### src/rtl/rs485_slave_responder.sv
// RS485 half-duplex slave: receives 9-bit-mode UART frames (8 data, address
// mark, stop) and answers a matching address frame with NUM_BYTES data frames.
// Ports:
//   clk, rst (async active-low)      clock / reset
//   rx                                bus receive data (asynchronous)
//   slave_addr[7:0]                   own address
//   clk_per_bit[CPB_W-1:0]            clocks per bit time (>= 4)
//   data_in[8*NUM_BYTES-1:0]          response payload, byte 0 sent first
//   tx, tx_enable                     bus transmit data / driver enable
//   tx_complete, addr_match, frame_err  single-cycle status pulses
module rs485_slave_responder #(
    parameter int unsigned NUM_BYTES       = 2,
    parameter int unsigned CPB_W           = 8,
    parameter int unsigned TURNAROUND_BITS = 1,
    parameter bit          BROADCAST_EN    = 1'b1
) (
    input  logic                   clk,
    input  logic                   rst,
    input  logic                   rx,
    input  logic [7:0]             slave_addr,
    input  logic [CPB_W-1:0]       clk_per_bit,
    input  logic [8*NUM_BYTES-1:0] data_in,
    output logic                   tx,
    output logic                   tx_enable,
    output logic                   tx_complete,
    output logic                   addr_match,
    output logic                   frame_err
);

    localparam int unsigned BYTE_W = (NUM_BYTES > 1) ? $clog2(NUM_BYTES) : 1;
    localparam int unsigned TURN_W = (TURNAROUND_BITS > 1) ? $clog2(TURNAROUND_BITS) : 1;

    typedef enum logic [2:0] {R_IDLE, R_START, R_DATA, R_MARK, R_STOP} rx_state_t;
    typedef enum logic [1:0] {T_IDLE, T_TURN, T_FRAME, T_DONE} tx_state_t;

    logic                   rx_meta, rx_s;
    rx_state_t              rx_state;
    logic [CPB_W-1:0]       rx_cpb, rx_cnt;
    logic [2:0]             rx_bit;
    logic [7:0]             rx_byte;
    logic                   rx_mark;
    logic                   resp_req;

    tx_state_t              tx_state;
    logic [CPB_W-1:0]       tx_cpb, tx_cnt;
    logic [TURN_W-1:0]      tx_turn;
    logic [3:0]             tx_bit;
    logic [BYTE_W-1:0]      tx_byte_idx;
    logic [8*NUM_BYTES-1:0] tx_shadow;
    logic [7:0]             tx_cur;

    logic [CPB_W-1:0]       rx_half_c;
    logic                   rx_tick_c, tx_tick_c;

    assign rx_half_c = (rx_cpb - CPB_W'(1)) >> 1;
    assign rx_tick_c = (rx_cnt == rx_cpb - CPB_W'(1));
    assign tx_tick_c = (tx_cnt == tx_cpb - CPB_W'(1));

    // Two-flop synchroniser, idles high like the bus
    always_ff @(posedge clk or negedge rst) begin
        if (!rst) begin
            rx_meta <= 1'b1;
            rx_s    <= 1'b1;
        end else begin
            rx_meta <= rx;
            rx_s    <= rx_meta;
        end
    end

    // Receiver FSM; held idle while we drive the bus so our own echo is ignored
    always_ff @(posedge clk or negedge rst) begin
        if (!rst) begin
            rx_state   <= R_IDLE;
            rx_cpb     <= '0;
            rx_cnt     <= '0;
            rx_bit     <= '0;
            rx_byte    <= '0;
            rx_mark    <= 1'b0;
            resp_req   <= 1'b0;
            addr_match <= 1'b0;
            frame_err  <= 1'b0;
        end else begin
            addr_match <= 1'b0;
            frame_err  <= 1'b0;
            resp_req   <= 1'b0;
            if (tx_enable) begin
                rx_state <= R_IDLE;
                rx_cnt   <= '0;
            end else begin
                case (rx_state)
                    R_IDLE: begin
                        if (!rx_s) begin
                            rx_cpb   <= clk_per_bit;
                            rx_cnt   <= '0;
                            rx_state <= R_START;
                        end
                    end
                    R_START: begin
                        // Mid-start-bit check rejects glitches
                        if (rx_cnt == rx_half_c) begin
                            rx_cnt   <= '0;
                            rx_bit   <= '0;
                            rx_state <= rx_s ? R_IDLE : R_DATA;
                        end else begin
                            rx_cnt <= rx_cnt + CPB_W'(1);
                        end
                    end
                    R_DATA: begin
                        if (rx_tick_c) begin
                            rx_cnt  <= '0;
                            rx_byte <= {rx_s, rx_byte[7:1]};
                            rx_bit  <= rx_bit + 3'd1;
                            if (rx_bit == 3'd7) begin
                                rx_state <= R_MARK;
                            end
                        end else begin
                            rx_cnt <= rx_cnt + CPB_W'(1);
                        end
                    end
                    R_MARK: begin
                        if (rx_tick_c) begin
                            rx_cnt   <= '0;
                            rx_mark  <= rx_s;
                            rx_state <= R_STOP;
                        end else begin
                            rx_cnt <= rx_cnt + CPB_W'(1);
                        end
                    end
                    R_STOP: begin
                        if (rx_tick_c) begin
                            rx_cnt   <= '0;
                            rx_state <= R_IDLE;
                            if (!rx_s) begin
                                frame_err <= 1'b1;
                            end else if (rx_mark) begin
                                // Broadcast is acknowledged but never answered
                                if (BROADCAST_EN && rx_byte == 8'hFF) begin
                                    addr_match <= 1'b1;
                                end else if (rx_byte == slave_addr) begin
                                    addr_match <= 1'b1;
                                    resp_req   <= 1'b1;
                                end
                            end
                        end else begin
                            rx_cnt <= rx_cnt + CPB_W'(1);
                        end
                    end
                    default: rx_state <= R_IDLE;
                endcase
            end
        end
    end

    // Transmitter FSM: turnaround idle, then start/data/mark(0)/stop per byte
    always_ff @(posedge clk or negedge rst) begin
        if (!rst) begin
            tx_state    <= T_IDLE;
            tx          <= 1'b1;
            tx_enable   <= 1'b0;
            tx_complete <= 1'b0;
            tx_cpb      <= '0;
            tx_cnt      <= '0;
            tx_turn     <= '0;
            tx_bit      <= '0;
            tx_byte_idx <= '0;
            tx_shadow   <= '0;
            tx_cur      <= '0;
        end else begin
            tx_complete <= 1'b0;
            case (tx_state)
                T_IDLE: begin
                    if (resp_req) begin
                        tx_shadow <= data_in;
                        tx_cpb    <= clk_per_bit;
                        tx_cnt    <= '0;
                        tx_turn   <= '0;
                        tx_enable <= 1'b1;
                        tx        <= 1'b1;
                        tx_state  <= T_TURN;
                    end
                end
                T_TURN: begin
                    if (tx_tick_c) begin
                        tx_cnt <= '0;
                        if (tx_turn == TURN_W'(TURNAROUND_BITS - 1)) begin
                            tx_state    <= T_FRAME;
                            tx          <= 1'b0;
                            tx_bit      <= '0;
                            tx_byte_idx <= '0;
                            tx_cur      <= tx_shadow[7:0];
                            tx_shadow   <= tx_shadow >> 8;
                        end else begin
                            tx_turn <= tx_turn + TURN_W'(1);
                        end
                    end else begin
                        tx_cnt <= tx_cnt + CPB_W'(1);
                    end
                end
                T_FRAME: begin
                    if (tx_tick_c) begin
                        tx_cnt <= '0;
                        if (tx_bit == 4'd10) begin
                            if (tx_byte_idx == BYTE_W'(NUM_BYTES - 1)) begin
                                tx_state    <= T_DONE;
                                tx          <= 1'b1;
                                tx_enable   <= 1'b0;
                                tx_complete <= 1'b1;
                            end else begin
                                tx_byte_idx <= tx_byte_idx + BYTE_W'(1);
                                tx_bit      <= '0;
                                tx          <= 1'b0;
                                tx_cur      <= tx_shadow[7:0];
                                tx_shadow   <= tx_shadow >> 8;
                            end
                        end else begin
                            tx_bit <= tx_bit + 4'd1;
                            // tx_bit is the bit just finished; drive the next one
                            if (tx_bit < 4'd8) begin
                                tx     <= tx_cur[0];
                                tx_cur <= tx_cur >> 1;
                            end else if (tx_bit == 4'd8) begin
                                tx <= 1'b0;
                            end else begin
                                tx <= 1'b1;
                            end
                        end
                    end else begin
                        tx_cnt <= tx_cnt + CPB_W'(1);
                    end
                end
                T_DONE: tx_state <= T_IDLE;
                default: tx_state <= T_IDLE;
            endcase
        end
    end

endmodule

### config.mk
export PLATFORM = sky130hd
export DESIGN_NAME = rs485_slave_responder
export DESIGN_NICKNAME = d
export VERILOG_FILES = /design/src/rtl/rs485_slave_responder.sv
export SDC_FILE = /design/constraint.sdc
export NUM_CORES = 1
export LEC_CHECK = 0
export BUFFER_PORTS_ARGS = -buffer_cell sky130_fd_sc_hd__buf_2
export CAP_MARGIN = 20
export CORE_AREA = 4 4 135 137
export DETAILED_ROUTE_END_ITERATION = 6
export DIE_AREA = 0 0 139 141
export SLEW_MARGIN = 0
export SYNTH_ARGS = -nofsm -noshare
export SYNTH_HDL_FRONTEND = slang
export SYNTH_SLANG_ARGS = --single-unit
### constraint.sdc
create_clock -name clk -period 2.5 [get_ports clk]
set_input_delay 0.25 -clock clk [delete_from_list [all_inputs] [get_ports clk]]
set_output_delay 0.25 -clock clk [all_outputs]
set_load 0.03 [all_outputs]
# Word-level counts from Yosys, hierarchy flattened
# Cells that the tools add are included.
# word_totals
out_inout_bits	5
word_cells	180
in_bits	35
regBits	87
# classes
n_eq_ne	32
order_cmp	1
bitwise_logic	2
n_addsub	8
n_mux	88
reduce_logical	27
# ops
cell	count
$mux 16	6
$mux 8	12
$pmux 16 s3	1
$mux 1	37
$pmux 8 s2	2
$mux 3	9
$eq 8x8->1	3
$ne 3x3->1 const B	8
$pmux 8 s3	1
$mux 4	5
$reduce_and 5->1	4
$ne 2x2->1 const B	9
$reduce_and 6->1	3
$add 8x1->8 const B	2
$sub 8x1->8 const B	2
$pmux 3 s5	1
$mux 2	7
$reduce_and 3->1	4
$reduce_bool 2->1	5
$eq 4x4->1 const B	2
$eq 8x7->1	1
$eq 8x8->1 const B	1
$pmux 2 s4	1
$pmux 4 s2	1
22 further kinds	31

# Logic depth before layout (Yosys ltp)
# Gate-level depths: netlist (run 1).
# depth
ltp_word	8
depth_mapped	11
ltp_nobuf	9

# Least setup slack after synthesis (run 1)
# Ideal clock, no wire load.
# synth_path
kind	reg2reg
startpoint	register tx_cpb[0]
endpoint	register tx_shadow[0]
required_ns	2.373
period_less_slack_ns	2.600
slack_ns	-0.100
setup_time_ns	0.127
path_buffers	2
path_stages_with_launch	12
arrival_time_ns	2.472
path_cell_list	dfrtp_1 > inv_1 > ha_1 > xnor2_1 > nor4b_1 > a22oi_1 > a21oi_2 > nand2_2 > a211o_1 > buf_2 > buf_6 > mux2_1
# synth_between
elab_chain_cells	4
elab_cells_between_ends	5
classes_between	add/sub (1); eq/ne (3); reduce/logical (1)
# synth_lines
element	line_no	text
start: declaration	45	logic [CPB_W-1:0] tx_cpb, tx_cnt;
start signal: assignment	174	tx_cpb <= clk_per_bit;
$sub 8x1->8 (*)	57	assign tx_tick_c = (tx_cnt == tx_cpb - CPB_W'(1));
$eq 8x8->1 (*)	57	
$ne 2x2->1 (no source line)	n/a	
$reduce_and 7->1 (no source line) (*)	n/a	
end signal: assignment	173	tx_shadow <= data_in;
end signal: assignment	191	tx_shadow <= tx_shadow >> 8;
end signal: assignment	213	tx_shadow <= tx_shadow >> 8;
end: declaration	49	logic [8*NUM_BYTES-1:0] tx_shadow;
# Mark *: on every way between the ends. The rest lies on a longest branch, timed or not.
# A chain may end at the register's enable or synchronous reset.

# Final worst setup path (run 1)
# layout_path
startpoint	register tx_cpb[1]
endpoint	register tx_shadow[10]
# The elaborated chain is that of the path after synthesis.

==> results of run 1 <==
==> per-stage QoR <==
step,cell area (um2),util,power [uW]
2_1_floorplan,5080,-,3030
3_3_place_gp,5660,0.332,3390
3_5_place_dp,5660,0.332,3450
4_1_cts,6030,0.353,5000
5_1_grt,6340,0.372,5590
6_report,6340,0.372,5280
==> layout make-up <==
type                            count  area, um2  share of cell area
Inverter                           16       60.1             0.00947
Timing Repair Buffer               76        539              0.0850
Sequential cell                    86       2160               0.340
Clock inverter                      5       82.6              0.0130
Tap cell                          225        282              0.0444
Multi-Input combinational cell    349       2980               0.470
Clock buffer                       11        243              0.0383
==> worst register-to-register path: cells and delay by family, from the launching register on <==
| family | cells | cell delay (ns) |
|---|---|---|
| AOI/OAI and AO/OA | 3 | 0.68 |
| xor gates and xnor gates | 1 | 0.14 |
| adders and majority gates | 1 | 0.21 |
| buffers and inverters | 2 | 0.26 |
| DFF | 1 | 0.40 |
| muxes | 1 | 0.29 |
| and+or+nand+nor | 2 | 0.38 |
==> routing by layer <==
layer  wire, um  share of wire
met3        514          0.045
met4        168          0.015
met1       5330           0.46
met2       5510           0.48
met5          0              0
==> sequential cells by signal, indices dropped and copies added (netlist names) <==
name         count
addr_match       1
frame_err        1
resp_req         1
rx_bit           3
rx_byte          8
rx_cnt           8
rx_cpb           8
rx_mark          1
rx_meta          1
rx_s             1
rx_state         3
tx               1
tx_bit           4
tx_byte_idx      1
tx_cnt           8
tx_complete      1
tx_cpb           8
tx_cur           8
tx_enable        1
tx_shadow       16
tx_state         2
==> cells in the mapped netlist, types with 10 or more instances <==
| master | count |
|---|---|
| o21ai_0 | 12 |
| dfrtp_1 | 83 |
| mux2_2 | 56 |
| xnor2_1 | 16 |
| nand2_1 | 30 |
| a21oi_1 | 16 |
| nor2_1 | 30 |
| mux2_1 | 10 |
| ha_1 | 13 |
| xor2_1 | 16 |
| clkbuf_1 | 17 |
| inv_1 | 16 |
| nand3_1 | 10 |
==> worst min path at each step <==
stage,to,startpoint,slack [ns],cells after the start
2_1_floorplan,addr_match,rst,-0.05,0
3_3_place_gp,rx_cnt[7],rst,0.26,1
3_5_place_dp,rx_cnt[7],rst,0.27,1
4_1_cts,rx_meta,rx,0.0008,1
5_1_grt,tx_cpb[4],clk_per_bit[4],0.17,2
6_report,tx_cpb[4],clk_per_bit[4],0.16,2
==> kinds of logic after synthesis <==
logic type / after synthesis / synth area share
AND/OR/NAND/NOR: 147 / 0.161
XOR/XNOR: 34 / 0.0645
flip-flops: 86 / 0.428
AO/OA/AOI/OAI: 79 / 0.111
buffers and inverters: 41 / 0.0362
multiplexers: 74 / 0.163
adder cells (fa/ha/maj): 15 / 0.0362
==> what timing repair did <==
| action | 4_1_cts | 5_1_grt |
|---|---|---|
| gates cloned | 0 | 1 |
| endpoints found under the setup margin | 29 | 50 |
| pin swaps | 2 | 17 |
| gates resized for setup | 9 | 42 |
| hold buffers | 1 | 1 |
| hold endpoints to repair | 38 | 1 |
| buffers inserted | 0 | 8 |
==> power by group through the flow <==
stage | combinational, uW | sequential, uW | clock (uW)
finish | 1950 | 1870 | 1460
global route | 2140 | 1900 | 1550
CTS | 1660 | 1840 | 1500
detailed placement | 1590 | 1860 | 0
global placement | 1540 | 1850 | 0
floorplan | 1280 | 1750 | 0
==> qor.txt, run 1 <==
Status - completed
Crit path to - tx_shadow[10]
Synth-to-Final Area Change - 25.8%
Share of the synthesized area in the top cell type - 0.412
Vias/cell - 4.93
Peak supply drop - 0.000641 V
Ys async rst share - 1.00
Seq/Total Area, Yosys - 0.428
Clock power share - 0.277
DRC errors left - 0
Post-synth top flop - dfrtp_1
GR Util met1 - 0.155
Final worst setup slack - 0.0278 ns
Routed Antenna Nets - 0
Maxcap violations - 0
Placed cell count - 741
Critical-path top delay cell - dfrtp_1
Met3 usage - 0.0329
Highest Clock Rate - 404 MHz
WL per Instance - 15.0 um
Unrepaired setup endpoints after global routing - true
Worst hold slack - 0.164 ns
Crit-path leading delay family - compound AO/OA/AOI/OAI gates
Leading cell type in the layout, fill and taps excluded - dfrtp_1
Crit path max fanout - 8
Worst slew pin tran - 0.711 ns
Reg2Reg Setup Slack - 0.03 ns
CP Depth - 10
Fill cell count - 1684
Rows - 48
Internal power - 3600 uW
Root buf cell - clkbuf_16
Die height - 141 um
WP data arrival - 2.71 ns
Yosys warning total - 0
Crit path launch type - flop
Layout cells sized above 1 - 0.376
Number of iterations in the first detailed-routing pass - 4
Met2 Use GR - 0.184
CP required - 2.73 ns
Final Hold Fails - 0
Avg Inst Size Synth - 10.6 um2
Grt total ovfl - 0
Num ports - 40
Critical Path Start - tx_cpb[1]
Min-Delay Path Class - input port to flop
Net switching power - 1690 uW
Switching share of power - 0.319
Most frequent cells in the layout - dfrtp_1, mux2_2, buf_2
Distinct cells, synth - 72
Grt peak-use layer - met2
Clock sink total - 86
TritonCTS clock tree - yes
Starting Density - 0.296
N_diodes - 0
Synth Instances - 476
Crit. End Element - flop
Dominant cell type by area after synthesis - dfrtp_1
Htree depth - 3
Final wirelength - 11500 um
Number of I/O port buffers - 39
Pre-CTS setup slack - -0.143 ns
Min cycle time layout - 2.47 ns
Clk slew on worst S/H paths - 0.06 ns
DP HPWL - 8110 um
Die area - 0.0196 mm2
Reg2reg path depth - 10
Die width - 139 um
DRT iter0 DRCs - 221
Worst path cell trace - inv_2, ha_4, xnor2_4, nor4_4, a22oi_2, a21oi_2, nand2_2, a211o_4, clkbuf_16, mux2_4
Vias in the first global route - 3871
Total track usage - 0.116
Initial antenna violation count - 0
Max stage delay on crit path - 0.40 ns
Synthesized cell area - 0.00504 mm2
FF+latch count, synth - 86
R2R Path End - tx_shadow[10]
CP Class - flop to flop
Synth Net Count - 524
Buffers plus inverters on the worst setup path - 2
Setup_tns - 0 ns
Pwr/cell area - 833 mW/mm2
R2R Path Start - tx_cpb[1]
Bufs on Longest Clock Path - 2
Setup Viol. Count Final - 0
First-pass GRT wire length - 18900 um
Final Slew Violations - 0
Insertion delay to the later sink of the worst-skew pair - 0.35 ns
Largest net degree at the start of global routing - 49
Post-synth EDFFs - 0
# nets final - 586
Gate power share - 0.370
Total CTS buffers - 9
Sequential Power Share - 0.353
Clock Skew - 0.00778 ns
Largest cells by area after synthesis - dfrtp_1, mux2_2, ha_1, xnor2_1, xor2_1
Final cell count without fillers - 768
Core area - 0.0171 mm2
Leakage power - 0.00282 uW
Fin crit share - 0.989
GPL Wtd Cong - 0.846
Worst relative slew slack - 0.526
Vias - 3786
Power figures use the tool's default switching activity.
==> run 2: changes to the inputs <==
--- a/config.mk
+++ b/config.mk
@@ -5,11 +5,13 @@
 export SDC_FILE = /design/constraint.sdc
 export NUM_CORES = 1
 export LEC_CHECK = 0
+export ABC_AREA = 1
 export BUFFER_PORTS_ARGS = -buffer_cell sky130_fd_sc_hd__buf_2
 export CAP_MARGIN = 20
 export CORE_AREA = 4 4 135 137
 export DETAILED_ROUTE_END_ITERATION = 6
 export DIE_AREA = 0 0 139 141
+export MAX_ROUTING_LAYER = met4
 export SLEW_MARGIN = 0
 export SYNTH_ARGS = -nofsm -noshare
 export SYNTH_HDL_FRONTEND = slang
==> run 2 against run 1 <==
Effect of this change:
- global-route usage rose by 0.65 points
- clock skew barely moved
- fmax increased by 11%
- routed wire length decreased by 4.7%
- power down 22%
- sequential share of layout area up 3.1 points
- synthesized cell count up 40%
- critical path type unchanged
==> qor.txt, run 2 <==
Status - completed
Pre-CTS setup slack - 0.219 ns (+0.361 ns)
Reg2Reg Setup Slack - 0.26 ns (+0.24 ns)
Clock Skew - 0.00743 ns (-0.000345 ns)
Post-synth EDFFs - 0 (unchanged)
Final wirelength - 11000 um (-4.7%)
Synth Instances - 668 (+40%)
Seq/Total Area, Yosys - 0.428 (+0.000531)
Setup Viol. Count Final - 0 (unchanged)
Layout cells sized above 1 - 0.145 (-0.231)
R2R Path Start - rx_cpb[0]
Unrepaired setup endpoints after global routing - false
Simple-Gate Fraction of Synth Area - 0.343 (+0.182)
Largest family of logic cells by synthesized area - simple AND/OR/NAND/NOR gates
Final cell count without fillers - 944 (+23%)
Maxcap violations - 0 (unchanged)
Hold EP - rx_cpb[1]
WL per Instance - 11.6 um (-22%)
Vias/cell - 4.46 (-9.6%)
Num ports - 40 (unchanged)
Number of I/O port buffers - 39 (unchanged)
Worst relative slew slack - 0.519 (-0.00709)
Yosys warning total - 0 (unchanged)
Register Area - 0.00216 mm2 (about the same)
Share of the synthesized area in the top cell type - 0.413 (+0.000512)
Die width - 139 um (unchanged)
Insertion delay to the later sink of the worst-skew pair - 0.35 ns (about the same)
Synth Net Count - 716 (+37%)
Bufs on Longest Clock Path - 2 (unchanged)
Mux cell area share after synthesis - 0 (-0.163)
Ys async rst share - 1.00 (unchanged)
Largest register FFs - 16 (unchanged)
Starting Density - 0.295 (-0.000367)
Highest Clock Rate - 447 MHz (+11%)
Final worst setup slack - 0.265 ns (+0.237 ns)
DRT iter0 DRCs - 199 (-10%)
Vias - 4209 (+11%)
Root buf cell - clkbuf_16
Fin crit share - 0.894 (-0.0948)
Min-Delay Path Class - input port to flop
Rows - 48 (unchanged)
DP HPWL - 8150 um (+0.58%)
CP Class - flop to flop
Post-synthesis compound-gate area fraction - 0.0703 (-0.0411)
Hold Path Stages - 3 (+1)
Critical Path Start - rx_cpb[0]
Largest net degree at the start of global routing - 46 (-6.1%)
Grt peak-use layer - met2
GPL Wtd Cong - 0.800 (-5.4%)
TritonCTS clock tree - yes
Largest cells by area after synthesis - dfrtp_1, nand2_1, inv_1, nand4_1, o21ai_0
Leading cell type in the layout, fill and taps excluded - nand2_1
Distinct cells, synth - 41 (-43%)
Routed Antenna Nets - 0 (unchanged)
Die area - 0.0196 mm2 (unchanged)
Htree depth - 3 (unchanged)
Die height - 141 um (unchanged)
Grt total ovfl - 0 (unchanged)
Synthesized cell area - 0.00503 mm2 (-0.12%)
Crit path max fanout - 19 (+11)
R2R Path End - rx_bit[0]
# nets final - 762 (+30%)
Final Hold Fails - 0 (unchanged)
Number of iterations in the first detailed-routing pass - 4 (unchanged)
Pwr/cell area - 707 mW/mm2 (-15%)
Leakage power - 0.00287 uW (+1.8%)
Most frequent cells in the layout - nand2_1, dfrtp_1, inv_1
Final Slew Violations - 0 (unchanged)
Initial antenna violation count - 0 (unchanged)
Worst hold slack - 0.182 ns (+0.0184 ns)
Synth Area in Adders - 0.0323 (-0.00393)
Met3 usage - 0.0315 (-0.00136)
Synth-to-Final Area Change - 15.5%
Total track usage - 0.123 (+0.00645)
WP data arrival - 2.47 ns (-0.24 ns)
Placed cell count - 926 (+25%)
FF+latch count, synth - 86 (unchanged)
Total CTS buffers - 9 (unchanged)
Worst slew pin tran - 0.714 ns (+0.00309 ns)
Reg2reg path depth - 12 (+2)
Multi-input logic area - 0.00250 mm2 (-16%)
Crit. End Element - flop
Met2 Use GR - 0.194 (+0.00946)
DRC errors left - 0 (unchanged)
CP required - 2.74 ns (about the same)
Peak supply drop - 0.000343 V (-47%)
GR Util met1 - 0.154 (-0.000754)
Min cycle time layout - 2.24 ns (-0.237 ns)
Clock sink total - 86 (unchanged)
First-pass GRT wire length - 19300 um (+2.6%)
Min-delay src - clk_per_bit[1]
Synth cell count leaders - nand2_1, dfrtp_1, inv_1
Setup_tns - 0 ns (unchanged)
Fill cell count - 1854 (+10%)
Crit path launch type - flop
Clk slew on worst S/H paths - 0.07 ns (about the same)
Avg Inst Size Synth - 7.54 um2 (-29%)
Post-synth top flop - dfrtp_1
Core area - 0.0171 mm2 (unchanged)
Xor/xnor cell area share of the yosys netlist - 0.0487 (-0.0158)
N_diodes - 0 (unchanged)
Most flops, register - tx_shadow
Count leader, synth - nand2_1
Vias in the first global route - 4180 (+8.0%)
Dominant cell type by area after synthesis - dfrtp_1
-- run 2: cell types whose count changed in the layout (fill, tap and decap cells not counted), sizes merged, moves of 26 or more --
cell   previous run  this run
nand3            10        43
mux2             66         0
nand4             4        34
buf              73        47
inv              16        78
nand2            32       228
o21ai            12        48
-- run 2: metrics by stage --
step           instance area [um2]  utilization  total power (uW)
3_5_place_dp                  5500        0.323              2880
6_report                      5810        0.341              4110
3_3_place_gp                  5500        0.323              2860
2_1_floorplan                 5030            -              2590
5_1_grt                       5810        0.341              4460
4_1_cts                       5800        0.340              4170
-- run 2: area by class of cell --
cell class                 count  area share
clock buffer                  11      0.0417
clock inverter                 5     0.00603
inverter                      82      0.0529
multi-input combinational    486       0.430
sequential                    86       0.371
tap                          225      0.0484
timing repair buffer          49      0.0499
-- run 2: how the worst max path moves through the flow --
stage | end | slack (ns) | depth (start not counted)
2_1_floorplan | rx_bit[1] | 0.46 | 13
3_3_place_gp | rx_bit[0] | 0.26 | 12
3_5_place_dp | rx_bit[0] | 0.22 | 12
4_1_cts | rx_bit[0] | 0.20 | 12
5_1_grt | tx_cur[2] | 0.05 | 12
6_report | rx_bit[0] | 0.26 | 12
-- run 2: worst max-delay path: stages (launching register included) --
cell     delay (ns)
dfrtp_1        0.40
inv_1          0.18
ha_2           0.29
inv_2          0.04
nand2_1        0.07
nand2_1        0.08
xor2_1         0.15
nor3_2         0.20
nand3_2        0.15
nor2_4         0.16
nand2_4        0.17
nand2_1        0.16
a21oi_1        0.07
-- run 2: kinds of logic after synthesis --
logic type	after synthesis
xor+xnor	28
simple gates	382
compound gates	63
fa+ha+maj	13
flops	86
buf+inv	96
-- run 2: where the power goes --
part	switching (uW)	leakage (uW)	internal, uW
Sequential	167	0.00105	1530
Clock	558	0.000124	698
Combinational	747	0.00170	418
Total	1470	0.00287	2640
-- run 2: timing repair --
action	in CTS	in global routing
endpoints found under the setup margin	0	21
buffers inserted	0	0
hold endpoints to repair	39	0
hold buffers	2	0
resized for setup	0	3
-- run 2: routing by layer --
metal  vias to the layer above  wire, um
li1                       2235         -
met1                      1903      5360
met2                        56      5130
met3                        15       355
met4                         0       141
met5                         -         0
==> run 3: changes to the inputs <==
--- a/config.mk
+++ b/config.mk
@@ -8,9 +8,9 @@
 export ABC_AREA = 1
 export BUFFER_PORTS_ARGS = -buffer_cell sky130_fd_sc_hd__buf_2
 export CAP_MARGIN = 20
-export CORE_AREA = 4 4 135 137
+export CORE_AREA = 4 4 103 179
 export DETAILED_ROUTE_END_ITERATION = 6
-export DIE_AREA = 0 0 139 141
+export DIE_AREA = 0 0 107 183
 export MAX_ROUTING_LAYER = met4
 export SLEW_MARGIN = 0
 export SYNTH_ARGS = -nofsm -noshare
==> run 3 against run 2 <==
Effect of this change:
- routed wire length is 5.1% higher
- clock power is 13% higher
- sequential share of layout area down 0.14 points
- die area barely moved
- highest routed layer unchanged
==> qor.txt, run 3 (synthesized netlist as in run 2, its figures left out) <==
Crit path launch type - flop
Worst hold slack - 0.0122 ns (-0.170 ns)
Crit path max fanout - 19 (unchanged)
Starting Density - 0.298 (+0.00328)
Top layer used by detailed routing - met4
Vias - 4309 (+2.4%)
Clk slew on worst S/H paths - 0.07 ns (about the same)
Most flops, register - tx_shadow
CP Class - flop to flop
WL met2 - 6380 um (+24%)
Rows - 63 (+31%)
Worst path cell trace - inv_1, ha_2, inv_2, nand2_1, nand2_1, xor2_1, nor3_2, nand3_2, nor2_4, nand2_4, nand2_1, a21oi_1
Buffers plus inverters on the worst setup path - 2 (unchanged)
Die height - 183 um (+30%)
Largest net degree at the start of global routing - 67 (+46%)
Reg2Reg Setup Slack - 0.24 ns (-0.02 ns)
GPL Wtd Cong - 0.830 (+3.7%)
Synth-to-Final Area Change - 15.9%
Fill cell count - 1835 (-1.0%)
Total track usage - 0.126 (+0.00367)
DRT iter0 DRCs - 162 (-19%)
Vias/cell - 4.55 (+1.9%)
R2R Path Start - rx_cpb[0]
DP HPWL - 8940 um (+9.7%)
Final Hold Fails - 0 (unchanged)
# hold bufs at CTS - 0 (-2)
Peak supply drop - 0.000378 V (+10%)
Worst slew pin tran - 0.856 ns (+0.142 ns)
Insertion delay to the later sink of the worst-skew pair - 0.35 ns (about the same)
Setup_tns - 0 ns (unchanged)
Final Slew Violations - 0 (unchanged)
Final wirelength - 11500 um (+5.1%)
Fin crit share - 0.904 (+0.00965)
Vias in the first global route - 4152 (-0.67%)
Largest register FFs - 16 (unchanged)
Core area - 0.0169 mm2 (-1.1%)
Min-delay src - rx
DRC errors left - 0 (unchanged)
TritonCTS clock tree - yes
R2R Path End - rx_bit[0]
CP Depth - 12 (unchanged)
Clock sink total - 86 (unchanged)
Number of iterations in the first detailed-routing pass - 4 (unchanged)
Grt total ovfl - 0 (unchanged)
Most frequent cells in the layout - nand2_1, dfrtp_1, inv_1
Cts repair resizes - 0 (unchanged)
Htree depth - 3 (unchanged)
Worst path most repeated cell - nand2_1
WP data arrival - 2.49 ns (+0.02 ns)
Setup Viol. Count Final - 0 (unchanged)
Layout cells sized above 1 - 0.150 (+0.00535)
Leakage power - 0.00290 uW (+0.97%)
Wl on met1 - 4620 um (-14%)
Clock Skew - 0.0106 ns (+0.00320 ns)
Crit-path leading delay family - simple AND/OR/NAND/NOR gates
CP required - 2.73 ns (about the same)
Reg2reg path depth - 12 (unchanged)
# nets final - 763 (+0.13%)
Die area - 0.0196 mm2 (about the same)
Min cycle time layout - 2.26 ns (+0.0241 ns)
Leading cell type in the layout, fill and taps excluded - nand2_1
Crit. End Element - flop
Maxcap violations - 0 (unchanged)
Initial antenna violation count - 1 (+1)
Bufs on Longest Clock Path - 2 (unchanged)
Hold EP - rx_meta
Total CTS buffers - 9 (unchanged)
Max stage delay on crit path - 0.41 ns (about the same)
Pwr/cell area - 740 mW/mm2 (+4.6%)
First-pass GRT wire length - 19400 um (+0.11%)
Post-CTS setup buffer count - 0 (unchanged)
WL per Instance - 12.2 um (+4.7%)
Worst relative slew slack - 0.429 (-0.0895)
Root buf cell - clkbuf_16
Critical-path top delay cell - dfrtp_1
Unrepaired setup endpoints after global routing - false
Die width - 107 um (-23%)
Routed Antenna Nets - 0 (unchanged)
Min-Delay Path Class - input port to flop
Number of I/O port buffers - 39 (unchanged)
WL met3 - 323 um (-9.0%)
Hold Path Stages - 1 (-2)
Highest Clock Rate - 443 MHz (-1.1%)
Status - completed
Num ports - 40 (unchanged)
run 3: cell count changes in the layout (fill, tap and decap cells not counted), moves of 2 or more:
cell           before  now
buf_4               8   12
clkinvlp_4          4    1
inv_6               0    3
dlygate4sd3_1       2    0
run 3: where the power goes:
part | internal, uW | leakage [uW] | switching (uW)
registers | 1520 | 0.00105 | 175
logic | 415 | 0.00170 | 779
clock network | 820 | 0.000152 | 605
run 3: per-layer routing:
layer | global-route usage | up-vias
met5 | - | -
met4 | 0.0476 | 0
met3 | 0.0222 | 15
met2 | 0.232 | 58
met1 | 0.132 | 2003
li1 | - | 2233
run 3: cell type report:
cell class	instances	area [um2]	share of cell area
Clock buffer	10	239	0.0409
Tap cell	227	284	0.0487
Inverter	82	308	0.0527
Antenna cell	1	2.50	0.000429
Clock inverter	6	75.1	0.0129
Multi-Input combinational cell	486	2490	0.427
Sequential cell	86	2160	0.369
Timing Repair Buffer	50	280	0.0480
run 3: how the worst max path moves through the flow:
stage / start / to / slack (ns)
after floorplan: rx_cpb[0] / rx_bit[1] / 0.46
after global placement: rx_cpb[0] / rx_bit[0] / 0.19
after detailed placement: rx_cpb[0] / rx_bit[0] / 0.18
after CTS: rx_cpb[0] / rx_bit[0] / 0.18
after global routing: tx_cpb[1] / tx_shadow[14] / 0.02
final: rx_cpb[0] / rx_bit[0] / 0.24
run 3: stage by stage:
stage                     worst slack (ns)  cell area [um2]  instances   util  power, uW
after floorplan                      0.461             5030        668      -       2590
after global placement               0.189             5520        931  0.327       2890
after detailed placement             0.185             5520        931  0.327       2920
after CTS                            0.181             5830        947  0.346       4360
after global routing                0.0165             5840        948  0.346       4610
final                                0.241             5840        948  0.346       4320
